`src/rtl/ddr3_arbiter.sv`:
```
// ddr3_arbiter: shares one Avalon-MM DDR3 master port between a display
// read-burst client and single-word test write/read requests.
// Display has strict priority over pending test ops. Defining
// DDR3_ARB_STARVE_GUARD_EN bounds how many display grants may pass a
// pending test op (DISP_MAX).
//
// state          | meaning
// ---------------+------------------------------------------------------
// S_IDLE         | select next client (display > test write > test read)
// S_DISP_CMD     | display burst read command held until accepted
// S_DISP_DATA    | forwarding display beats, counting down to the last
// S_TEST_WR      | single-word test write held until accepted
// S_TEST_RD_CMD  | single-word test read command held until accepted
// S_TEST_RD_DATA | waiting for the test read word
`timescale 1ns/1ps
module ddr3_arbiter #(
    parameter int DISP_MAX = 4
) (
    input  logic         ddr3_clk,
    input  logic         ddr3_reset_n,
    input  logic         disp_req,
    input  logic [25:0]  disp_addr,
    input  logic [7:0]   disp_len,
    output logic         disp_gnt,
    output logic         disp_rd_valid,
    output logic         disp_done,
    input  logic         test_wr_ddr3,
    input  logic         test_rd_ddr3,
    input  logic [25:0]  test_addr,
    input  logic [127:0] test_wr_data,
    output logic [127:0] test_rd_data,
    output logic         wr_finish,
    output logic         rd_finish,
    output logic [25:0]  avm_address,
    output logic         avm_read,
    output logic         avm_write,
    output logic [7:0]   avm_burstcount,
    output logic [127:0] avm_writedata,
    input  logic         avm_waitrequest,
    input  logic [127:0] avm_readdata,
    input  logic         avm_readdatavalid
);

    typedef enum logic [2:0] {
        S_IDLE,
        S_DISP_CMD,
        S_DISP_DATA,
        S_TEST_WR,
        S_TEST_RD_CMD,
        S_TEST_RD_DATA
    } state_t;

    localparam logic [7:0] L_DISP_MAX = 8'(DISP_MAX);

    state_t         r_state;
    logic           r_wr_pend;
    logic           r_rd_pend;
    logic [7:0]     r_beats_left;
    logic [7:0]     r_starve_cnt;
    logic           r_disp_gnt;
    logic           r_disp_done;
    logic           r_wr_finish;
    logic           r_rd_finish;
    logic [127:0]   r_test_rd_data;
    logic [25:0]    r_avm_address;
    logic           r_avm_read;
    logic           r_avm_write;
    logic [7:0]     r_avm_burstcount;
    logic [127:0]   r_avm_writedata;

    logic           w_idle;
    logic           w_test_pend;
    logic           w_force_test;
    logic           w_sel_disp;
    logic           w_sel_wr;
    logic           w_sel_rd;
    logic [7:0]     w_disp_len_eff;

    assign w_idle         = (r_state == S_IDLE);
    assign w_test_pend    = r_wr_pend | r_rd_pend;
    assign w_disp_len_eff = (disp_len == 8'd0) ? 8'd1 : disp_len;

`ifdef DDR3_ARB_STARVE_GUARD_EN
    assign w_force_test = w_test_pend && (r_starve_cnt >= L_DISP_MAX);
`else
    assign w_force_test = 1'b0;
`endif

    assign w_sel_disp = w_idle && disp_req && !w_force_test;
    assign w_sel_wr   = w_idle && !w_sel_disp && r_wr_pend;
    assign w_sel_rd   = w_idle && !w_sel_disp && !r_wr_pend && r_rd_pend;

    // Pending test requests: a pulse sets the flag, repeats merge, selection clears it.
    always_ff @(posedge ddr3_clk or negedge ddr3_reset_n) begin
        if (!ddr3_reset_n) begin
            r_wr_pend <= 1'b0;
            r_rd_pend <= 1'b0;
        end else begin
            r_wr_pend <= (r_wr_pend | test_wr_ddr3) & ~w_sel_wr;
            r_rd_pend <= (r_rd_pend | test_rd_ddr3) & ~w_sel_rd;
        end
    end

    // Count display grants made while a test op waits; any test grant restarts the count.
    always_ff @(posedge ddr3_clk or negedge ddr3_reset_n) begin
        if (!ddr3_reset_n) begin
            r_starve_cnt <= 8'd0;
        end else if (w_sel_wr || w_sel_rd) begin
            r_starve_cnt <= 8'd0;
        end else if (w_sel_disp && w_test_pend && (r_starve_cnt < L_DISP_MAX)) begin
            r_starve_cnt <= r_starve_cnt + 8'd1;
        end
    end

    // Main sequencer; every Avalon and handshake output is registered here.
    always_ff @(posedge ddr3_clk or negedge ddr3_reset_n) begin
        if (!ddr3_reset_n) begin
            r_state          <= S_IDLE;
            r_beats_left     <= 8'd0;
            r_disp_gnt       <= 1'b0;
            r_disp_done      <= 1'b0;
            r_wr_finish      <= 1'b0;
            r_rd_finish      <= 1'b0;
            r_test_rd_data   <= '0;
            r_avm_address    <= '0;
            r_avm_read       <= 1'b0;
            r_avm_write      <= 1'b0;
            r_avm_burstcount <= 8'd0;
            r_avm_writedata  <= '0;
        end else begin
            r_disp_gnt  <= 1'b0;
            r_disp_done <= 1'b0;
            r_wr_finish <= 1'b0;
            r_rd_finish <= 1'b0;
            case (r_state)
                S_IDLE: begin
                    if (w_sel_disp) begin
                        r_disp_gnt       <= 1'b1;
                        r_avm_read       <= 1'b1;
                        r_avm_address    <= disp_addr;
                        r_avm_burstcount <= w_disp_len_eff;
                        r_beats_left     <= w_disp_len_eff;
                        r_state          <= S_DISP_CMD;
                    end else if (w_sel_wr) begin
                        r_avm_write      <= 1'b1;
                        r_avm_address    <= test_addr;
                        r_avm_burstcount <= 8'd1;
                        r_avm_writedata  <= test_wr_data;
                        r_state          <= S_TEST_WR;
                    end else if (w_sel_rd) begin
                        r_avm_read       <= 1'b1;
                        r_avm_address    <= test_addr;
                        r_avm_burstcount <= 8'd1;
                        r_state          <= S_TEST_RD_CMD;
                    end
                end
                S_DISP_CMD: begin
                    if (!avm_waitrequest) begin
                        r_avm_read       <= 1'b0;
                        r_avm_address    <= '0;
                        r_avm_burstcount <= 8'd0;
                        r_state          <= S_DISP_DATA;
                    end
                end
                S_DISP_DATA: begin
                    if (avm_readdatavalid) begin
                        if (r_beats_left == 8'd1) begin
                            r_beats_left <= 8'd0;
                            r_disp_done  <= 1'b1;
                            r_state      <= S_IDLE;
                        end else begin
                            r_beats_left <= r_beats_left - 8'd1;
                        end
                    end
                end
                S_TEST_WR: begin
                    if (!avm_waitrequest) begin
                        r_avm_write      <= 1'b0;
                        r_avm_address    <= '0;
                        r_avm_burstcount <= 8'd0;
                        r_avm_writedata  <= '0;
                        r_wr_finish      <= 1'b1;
                        r_state          <= S_IDLE;
                    end
                end
                S_TEST_RD_CMD: begin
                    if (!avm_waitrequest) begin
                        r_avm_read       <= 1'b0;
                        r_avm_address    <= '0;
                        r_avm_burstcount <= 8'd0;
                        r_state          <= S_TEST_RD_DATA;
                    end
                end
                S_TEST_RD_DATA: begin
                    if (avm_readdatavalid) begin
                        r_test_rd_data <= avm_readdata;
                        r_rd_finish    <= 1'b1;
                        r_state        <= S_IDLE;
                    end
                end
                default: r_state <= S_IDLE;
            endcase
        end
    end

    // Display beats pass straight through; returns outside a display burst are dropped.
    assign disp_rd_valid  = (r_state == S_DISP_DATA) && avm_readdatavalid;

    assign disp_gnt       = r_disp_gnt;
    assign disp_done      = r_disp_done;
    assign wr_finish      = r_wr_finish;
    assign rd_finish      = r_rd_finish;
    assign test_rd_data   = r_test_rd_data;
    assign avm_address    = r_avm_address;
    assign avm_read       = r_avm_read;
    assign avm_write      = r_avm_write;
    assign avm_burstcount = r_avm_burstcount;
    assign avm_writedata  = r_avm_writedata;

endmodule

```
`config.mk`:
```
export PLATFORM = sky130hd
export DESIGN_NAME = ddr3_arbiter
export DESIGN_NICKNAME = d
export VERILOG_FILES = /design/src/rtl/ddr3_arbiter.sv
export SDC_FILE = /design/constraint.sdc
export NUM_CORES = 1
export LEC_CHECK = 0
export CAP_MARGIN = 20
export CORE_AREA = 8 8 234 236
export DETAILED_ROUTE_END_ITERATION = 10
export DIE_AREA = 0 0 242 244
export PLACE_DENSITY = 0.58
export SLEW_MARGIN = 0
export SYNTH_ARGS = -nofsm -noshare
export SYNTH_HDL_FRONTEND = slang
export SYNTH_SLANG_ARGS = --single-unit
```
`constraint.sdc`:
```
create_clock -name ddr3_clk -period 1.5 [get_ports ddr3_clk]
set_input_delay 0.3 -clock ddr3_clk [delete_from_list [all_inputs] [get_ports ddr3_clk]]
set_output_delay 0.3 -clock ddr3_clk [all_outputs]
set_load 0.1 [all_outputs]
```
==> results of run 1 <==
layer usage:
| metal | vias up | track usage [%] |
|---|---|---|
| li1 | 5219 | - |
| met1 | 5855 | 22.08 |
| met2 | 484 | 35.64 |
| met3 | 84 | 9.026 |
| met4 | 8 | 6.226 |
| met5 | - | 0 |
state kept, by name, indices dropped and copies added (netlist names):
signal	flops
avm_address	26
avm_burstcount	8
avm_read	1
avm_write	1
avm_writedata	128
disp_done	1
disp_gnt	1
r_beats_left	8
r_rd_pend	1
r_state	3
r_wr_pend	1
rd_finish	1
test_rd_data	128
wr_finish	1
final timing paths:
check	depth (start not counted)	from	endpoint
worst max-delay path	3	r_state[2]	disp_rd_valid
min in group ddr3_clk	3	test_wr_data[121]	avm_writedata[121]
worst max register to register	8	r_state[1]	test_rd_data[59]
worst min register to register	1	avm_burstcount[0]	avm_burstcount[0]
worst min-delay path	2	ddr3_reset_n	test_rd_data[56]
max in group asynchronous	3	ddr3_reset_n	test_rd_data[110]
layout make-up:
type | instances | area, um2 | share of cell area (%)
Timing Repair Buffer | 829 | 12340 | 44.17
Sequential cell | 309 | 7741 | 27.70
Multi-Input combinational cell | 663 | 5832 | 20.87
Clock buffer | 51 | 1028 | 3.680
Tap cell | 680 | 850.8 | 3.045
Clock inverter | 15 | 100.1 | 0.3582
Inverter | 8 | 32.53 | 0.1164
Antenna cell | 7 | 17.52 | 0.06268
placed cells by master, fill, tap and decap left out, types with 6 or more instances in the layout:
cell,instances
buf_4,67
clkbuf_16,38
clkbuf_1,9
diode_2,7
mux2_4,109
nand2_4,19
clkinv_2,11
o2bb2ai_2,21
buf_12,342
buf_8,31
mux2i_1,18
nand2_1,129
o2bb2ai_1,6
clkdlybuf4s50_1,321
nand2_2,112
nand3_1,47
mux2_2,20
dfrtp_1,302
nor2_1,8
buf_16,33
a21oi_1,8
inv_1,6
nand3_2,82
buf_6,33
dfrtp_2,7
a22o_1,10
cells in the mapped netlist, types with 2 or more instances:
master	n	area (um2)
mux2_2	20	225.2
mux2_1	109	1227
a32oi_1	3	26.28
a22o_1	10	87.58
dfrtp_1	309	7732
o2bb2ai_1	27	236.5
clkbuf_1	17	63.81
ha_1	2	25.02
nand2b_1	4	25.02
buf_2	37	185.2
o21ai_0	7	35.03
a21o_1	4	30.03
a21oi_1	10	50.05
inv_1	7	26.28
nor2_2	3	18.77
a211o_1	2	17.52
nor3_1	4	20.02
o21ai_1	3	15.01
nand3b_1	2	15.01
nor4_1	3	18.77
buf_6	13	146.4
nor2_1	12	45.04
buf_4	2	15.01
and2_1	3	18.77
nand2_1	260	975.9
nand3_1	132	660.6
mux2i_1	28	280.3
nand4_1	2	12.51
cells by family after synthesis:
group,count (synthesis),synth area share [%]
simple gates,431,15.10
mux,157,14.00
compound gates,73,4.599
flops,309,62.47
fa+ha+maj,2,0.2021
buf+inv,79,3.629
worst max-delay path, stage by stage, from the launching register on:
cell and delay (ns):
dfrtp_2 0.42, or3b_4 0.39, nor2_4 0.13, buf_12 0.19
stage by stage:
stage               power [mW]  cells  setup slack (ns)
global placement         60.05   2375           -0.3806
floorplan                40.65   1051           -0.2719
CTS                      76.91   2568           -0.5459
global route             78.93   2558           -0.5614
detailed placement       60.48   2375           -0.4371
finish                   76.31   2562           -0.4911
report_power, final:
group,switching [mW],leakage [nW],internal [mW]
logic,31.6,8.56,20.8
clock network,3.73,0.565,4.83
registers,3.77,3.98,11.6
total,39.1,13.1,37.2
what timing repair did:
item                                   CTS  global route
gates cloned                            49             1
endpoints found under the hold margin  294             0
gates resized for setup                455           128
setup endpoints to repair              323           417
buffers inserted                        80            13
pin swaps                              158            51
hold buffers                             1             0
==> impl_metrics.tcl, run 1 <==
set metrics [dict create \
    area_growth_pct 125.8 \
    synth.ff_latch_count 309 \
    met2_length_mm 31.46 \
    netlist_instances 1051 \
    antenna_found_initial 10 \
    wl_met3_mm 6.280 \
    r2r_setup_slack_ns -0.32 \
    io_buffers 619 \
    fin_nets 2173 \
    violations "setup timing" \
    n_fill_cell 4032 \
    required_ns 1.20 \
    slew-limit-headroom_pct 71.74 \
    wl_per_cell_um 24.17 \
    vdd_drop_max_uv 2010 \
    power_density_nw_per_um2 2731 \
    grt.overflow.total 0 \
    holdWs_ns 0.2252 \
    wirelength_mm 61.93 \
    critPathKind "flip-flop to output port" \
    drt_iter0_markers 404 \
    grt_max_degree 61 \
    cp_max_fo 2 \
    setup_violations 306 \
    top_layer_used "met5" \
    root_buffer "clkbuf_16" \
    finalCritPeriodShare_pct 132.7 \
    core_area_um2 50890 \
    max_slew.worst_pin.slew_ns 0.4207 \
    gp_congestion 0.8538 \
    crit_path_start_kind "flip-flop" \
    setup_ws_ns -0.4911 \
    leakage_nw 13.11 \
    outcome "finished, violations left" \
    drc 0 \
    drive_above_1_share_pct 51.89 \
    met1_length_mm 22.47 \
    cp.arrival_ns 1.69 \
    dieHeight_um 244 \
    utilization_pct 54.92 \
    via_count 11650 \
    synth_warnings 0 \
    track_usage_pct 20.37 \
    cts_tree "done" \
    routed_via_density 4.547 \
    core.rowCount 83 \
    stdcell_area_um2 27950 \
    period_minus_slack_ns 1.991 \
    synth_edf_count 0 \
    hold_viol 0 \
    netlist_area_um2 12380 \
    start_util_pct 24.33 \
    cts.sinks 309 \
    cts_htree_levels 2 \
    clk_latency_ns 0.55 \
    synth_area_per_cell_um2 11.78 \
    antenna_left 0 \
    grt_first_pass_wirelength_mm 91.23 \
    firstDrtPassIters 5 \
    die_x_um 242 \
    die_area_um2 59050 \
    async_flop_share_pct 100.0 \
    cts_made_buffers 37 \
    grt_setup_unrepaired "yes" \
    finalClockSkew_ns 0.01300 \
    max-cap-violations 0 \
    ys_seq_area_share_pct 62.47 \
    tns_ns -69.03 \
    worstSetupEndpointType "output port" \
    grt_pass1_vias 13110 \
    synth.distinct_cells 44 \
    max_freq_mhz 502.2 \
    clkTransAtPathRegs_ns 0.06 \
    min_path_type "input pin to async pin" \
    place_hpwl_mm 42.54 \
    slew_viol_final 0 \
    syn-num-nets 1376 \
    io_pins 620 \
    clockBufferDepth 3 \
    synth_flop_cell "dfrtp_1" \
    placed_area_um2 23060 \
]
Power figures use the tool's default switching activity.
==> inputs of run 2 (changes only) <==
--- a/config.mk
+++ b/config.mk
@@ -10,6 +10,8 @@
 export DETAILED_ROUTE_END_ITERATION = 10
 export DIE_AREA = 0 0 242 244
 export PLACE_DENSITY = 0.58
+export REMOVE_ABC_BUFFERS = 1
+export SETUP_SLACK_MARGIN = 0.02
 export SLEW_MARGIN = 0
 export SYNTH_ARGS = -nofsm -noshare
 export SYNTH_HDL_FRONTEND = slang
==> impl_metrics.tcl, run 2 (synthesis results as in run 1) <==
set metrics [dict create \
    crit_chain "or3b_4, nor2_4, buf_6, buf_12" \
    max_freq_mhz 501.2 \
    grt_pass1_vias 12350 \
    worstSetupEndpointType "output port" \
    p_switching_mw 38.09 \
    placed_area_um2 23170 \
    antenna_found_initial 11 \
    critPathKind "flip-flop to output port" \
    r2r-end "avm_writedata[71]" \
    n_fill_cell 4141 \
    period_minus_slack_ns 1.995 \
    core_area_um2 50890 \
    worstSetupStartpoint "r_state[2]" \
    core.rowCount 83 \
    holdWs_ns 0.2888 \
    cts.sinks 309 \
    rr_worst_depth 11 \
    die_x_um 242 \
    final_cell_mix "337 x buf_12, 321 x clkdlybuf4s50_1, 308 x dfrtp_1, 140 x nand2_1" \
    area_growth_pct 122.5 \
    root_buffer "clkbuf_16" \
    intPower_mw 36.61 \
    routed_via_density 4.497 \
    clkTransAtPathRegs_ns 0.06 \
    max-cap-violations 0 \
    fin_nets 2169 \
    drc 0 \
    pwr-share-seq_pct 20.4 \
    slowest_stage "or3b_4" \
    power_density_nw_per_um2 2713 \
    power_frac_comb_pct 67.9 \
    grt.overflow.total 0 \
    r2r_setup_slack_ns -0.40 \
    clockBufferDepth 3 \
    clk_latency_ns 0.54 \
    min_path_type "input pin to flip-flop" \
    cts_htree_levels 2 \
    hold_viol 0 \
    clockPowerShare_pct 11.7 \
    outcome "finished, violations left" \
    firstDrtPassIters 4 \
    dieHeight_um 244 \
    cp.arrival_ns 1.70 \
    finalClockSkew_ns 0.01227 \
    r2r-start "r_state[1]" \
    mostFrequentLayoutCell "buf_12" \
    wirelength_mm 58.49 \
    stdcell_area_um2 27540 \
    setup_ws_ns -0.4951 \
    track_usage_pct 17.74 \
    slew_viol_final 0 \
    critPathMaxStageDelay_ns 0.42 \
    grt_first_pass_wirelength_mm 80.77 \
    crit_path_start_kind "flip-flop" \
    finalCritPeriodShare_pct 133.0 \
    cts_made_buffers 38 \
    antenna_left 0 \
    io_buffers 619 \
    required_ns 1.20 \
    cp_max_fo 2 \
    place_hpwl_mm 40.28 \
    leakage_nw 13.05 \
    grt_max_degree 50 \
    grt_setup_unrepaired "yes" \
    gp_congestion 0.8497 \
    vdd_drop_max_uv 1789 \
    io_pins 620 \
    violations "setup timing" \
    via_count 11500 \
    slew-limit-headroom_pct 66.36 \
    setup_violations 308 \
    total_power_mw 74.70 \
    cp-endpoint "disp_rd_valid" \
    max_slew.worst_pin.slew_ns 0.5046 \
    wl_per_cell_um 22.87 \
    die_area_um2 59050 \
    start_util_pct 24.33 \
    drt_iter0_markers 447 \
    switching_share_pct 50.99 \
    drive_above_1_share_pct 45.80 \
    cts_tree "done" \
]
[run 2: cell count changes in the layout (fill, tap and decap cells not counted), moves of 7 or more]
cell and change:
buf_16 -16, clkbuf_16 +25, clkinv_2 -8, mux2_1 +28, mux2_2 -7, mux2_4 -21, nand2_1 +11, nand2_2 -32
nand2_4 +19, nand3_1 +41, nand3_2 -40, o2bb2ai_1 +20, o2bb2ai_2 -20
[run 2: how the worst min path moves through the flow]
stage,cells after the start,start,end
floorplan,0,ddr3_reset_n,avm_address[0]
global placement,1,ddr3_reset_n,test_rd_data[76]
detailed placement,1,ddr3_reset_n,test_rd_data[2]
CTS,3,test_wr_data[2],avm_writedata[2]
global route,3,test_wr_data[119],avm_writedata[119]
finish,3,test_wr_data[2],avm_writedata[2]
[run 2: layout make-up]
type                    instances  area, um2  area share, %
well taps                     680      850.8          3.090
flip-flops and latches        309       7734          28.09
diodes                          9      22.52        0.08179
clock buffers                  56       1120          4.067
clock inverters                 9      62.56         0.2272
multi-input cells             663       5429          19.72
inverters                       8      30.03         0.1091
repair buffers                824      12290          44.62
[run 2: routing by layer]
metal | vias up | GRT usage [%] | part of all wire (%)
met4 | 6 | 5.977 | 3.2
met3 | 100 | 7.652 | 9.1
met5 | - | 0 | 0.068
met2 | 503 | 30.08 | 50
met1 | 5691 | 19.93 | 38
li1 | 5203 | - | -
[run 2: through the flow]
step	std cells	util (%)	setup TNS, ns	setup WS, ns
after detailed placement	2387	45.53	-114.33	-0.4774
after global placement	2387	45.53	-115.43	-0.4765
final	2558	54.11	-79.08	-0.4951
after floorplan	980	-	-1108.33	-4.603
after global routing	2557	54.11	-103.57	-0.5807
after CTS	2510	50.45	-68.53	-0.5596
[run 2: power groups by stage]
stage	clock, mW	combinational, mW	sequential (mW)
detailed placement	0	45.1	15.1
finish	8.76	50.7	15.2
global placement	0	44.8	15.0
floorplan	0	5.57	42.0
global route	9.40	52.3	15.5
CTS	9.04	48.2	15.1
[run 2: repair_timing]
item	in CTS	in global routing
gates resized for setup	88	353
endpoints found under the hold margin	35	0
gates cloned	23	29
setup buffers	35	26
hold buffers	1	0
endpoints found under the setup margin	342	433
pin swaps	7	102
[run 2: worst max-delay path, delay by kind of cell, from the launching register on]
family                 cells  cell delay (ns)
AND/OR/NAND/NOR            2             0.51
flip-flops                 1             0.37
buffers and inverters      2             0.27
==> inputs of run 3 (changes only) <==
--- a/config.mk
+++ b/config.mk
@@ -7,8 +7,11 @@
 export LEC_CHECK = 0
 export CAP_MARGIN = 20
 export CORE_AREA = 8 8 234 236
+export CTS_CLUSTER_DIAMETER = 150
+export CTS_CLUSTER_SIZE = 28
 export DETAILED_ROUTE_END_ITERATION = 10
 export DIE_AREA = 0 0 242 244
+export MAX_ROUTING_LAYER = met4
 export PLACE_DENSITY = 0.58
 export REMOVE_ABC_BUFFERS = 1
 export SETUP_SLACK_MARGIN = 0.02
==> impl_metrics.tcl, run 3 (synthesis results as in run 1) <==
set metrics [dict create \
    violations "setup timing" \
    routed_via_density 4.467 \
    grt_pass1_vias 12020 \
    cts_made_buffers 15 \
    worstSetupEndpointType "output port" \
    grt_first_pass_wirelength_mm 79.08 \
    final_cell_mix "343 x buf_12, 321 x clkdlybuf4s50_1, 304 x dfrtp_1, 140 x nand2_1, 109 x nand3_1" \
    wirelength_mm 57.42 \
    grt.overflow.total 0 \
    start_util_pct 24.33 \
    antenna_found_initial 7 \
    core_area_um2 50890 \
    critPathMaxStageDelay_ns 0.43 \
    max_freq_mhz 483.8 \
    firstDrtPassIters 4 \
    holdWs_ns 0.2788 \
    die_area_um2 59050 \
    hold_path_end "avm_writedata[57]" \
    leakage_nw 12.82 \
    whs_path_depth 3 \
    period_minus_slack_ns 2.067 \
    rr_worst_depth 11 \
    track_usage_pct 17.77 \
    critPathKind "flip-flop to output port" \
    cts_htree_levels 1 \
    cp.arrival_ns 1.77 \
    place_hpwl_mm 40.28 \
    clk_latency_ns 0.55 \
    crit_chain "or3b_4, nor2_4, buf_6, buf_12" \
    cts_tree "done" \
    antenna_left 0 \
    drc 0 \
    via_count 11290 \
    mostFrequentLayoutCell "buf_12" \
    clockBufferDepth 3 \
    fin_nets 2163 \
    r2r-end "avm_writedata[81]" \
    max_slew.worst_pin.slew_ns 0.4991 \
    gp_congestion 0.8631 \
    drt_iter0_markers 437 \
    hold_viol 0 \
    wl_per_cell_um 22.72 \
    r2r-start "r_state[1]" \
    r2r_setup_slack_ns -0.46 \
    slowest_stage "or3b_4" \
    setup_violations 306 \
    outcome "finished, violations left" \
    io_buffers 619 \
    stdcell_area_um2 27020 \
    core.rowCount 83 \
    slew-limit-headroom_pct 66.73 \
    die_x_um 242 \
    min_path_type "input pin to flip-flop" \
    crit_path_start_kind "flip-flop" \
    power_density_nw_per_um2 2622 \
    cp_max_fo 2 \
    area_growth_pct 118.3 \
    cts.sinks 309 \
    io_pins 620 \
    vdd_drop_max_uv 1812 \
    grt_max_degree 50 \
    placed_area_um2 23170 \
    required_ns 1.20 \
    slew_viol_final 0 \
    grt_setup_unrepaired "yes" \
    min_from "test_wr_data[57]" \
    dieHeight_um 244 \
    max-cap-violations 0 \
    clkTransAtPathRegs_ns 0.12 \
    drive_above_1_share_pct 45.19 \
    finalClockSkew_ns 0.06478 \
    setup_ws_ns -0.5669 \
    finalCritPeriodShare_pct 137.8 \
    root_buffer "clkbuf_16" \
]
run 3: cell count changes in the layout (fill, tap and decap cells not counted), moves of 6 or more:
cell / delta
clkbuf_16: -28
buf_12: +6
clkbuf_1: -8
buf_4: +6
mux2_1: -9
nand3_1: +21
nand3_2: -21
clkbuf_8: -8
mux2_4: +11
run 3: worst max path at each step:
stage                      startpoint                 to  slack, ns  cells after the start
floorplan                  r_state[0]          r_wr_pend      -4.60                      2
global placement             disp_req  avm_writedata[27]      -0.48                      6
global route               r_state[2]      disp_rd_valid      -0.65                      4
detailed placement  avm_readdatavalid    r_beats_left[3]      -0.48                      7
CTS                        r_state[2]      disp_rd_valid      -0.59                      4
finish                     r_state[2]      disp_rd_valid      -0.57                      4
run 3: repair_timing:
action / CTS / global route
pin swaps: 5 / 108
gates cloned: 26 / 25
hold buffers: 1 / 0
buffers inserted: 35 / 43
endpoints found under the hold margin: 35 / 0
resized for setup: 88 / 365
endpoints found under the setup margin: 490 / 544
run 3: cell type report:
cell class / instances / area (um2)
fill: 4190 / 23870
timing repair buffer: 841 / 12520
sequential: 309 / 7739
multi-input combinational: 663 / 5443
tap: 680 / 850.8
clock buffer: 16 / 379.1
clock inverter: 2 / 38.79
inverter: 8 / 30.03
antenna: 8 / 20.02
run 3: stage by stage:
stage	instances	worst slack (ns)	power [mW]	TNS (ns)	utilization (%)
after floorplan	980	-4.603	47.59	-1108.33	-
after global placement	2387	-0.4765	59.85	-115.43	45.53
after detailed placement	2387	-0.4774	60.26	-114.33	45.53
after CTS	2467	-0.5949	68.37	-79.76	49.12
after global routing	2526	-0.6464	73.21	-115.69	53.09
final	2527	-0.5669	70.84	-90.28	53.09
run 3: per-layer routing:
metal | GRT usage [%] | share of wire (%)
met1 | 19.72 | 38
met2 | 30.14 | 51
met3 | 6.867 | 8.5
met4 | 4.009 | 2.2
met5 | - | 0
run 3: report_power, final:
part | switching [mW] | internal [mW] | leakage, nW
combinational | 30.8 | 20.2 | 8.63
clock | 2.85 | 1.88 | 0.202
sequential | 3.59 | 11.5 | 3.98
total | 37.3 | 33.6 | 12.8
run 3: worst max-delay path: cells and delay by family, from the launching register on:
kind	cells	cell delay, ns
DFF	1	0.41
buffers and inverters	2	0.27
and+or+nand+nor	2	0.53
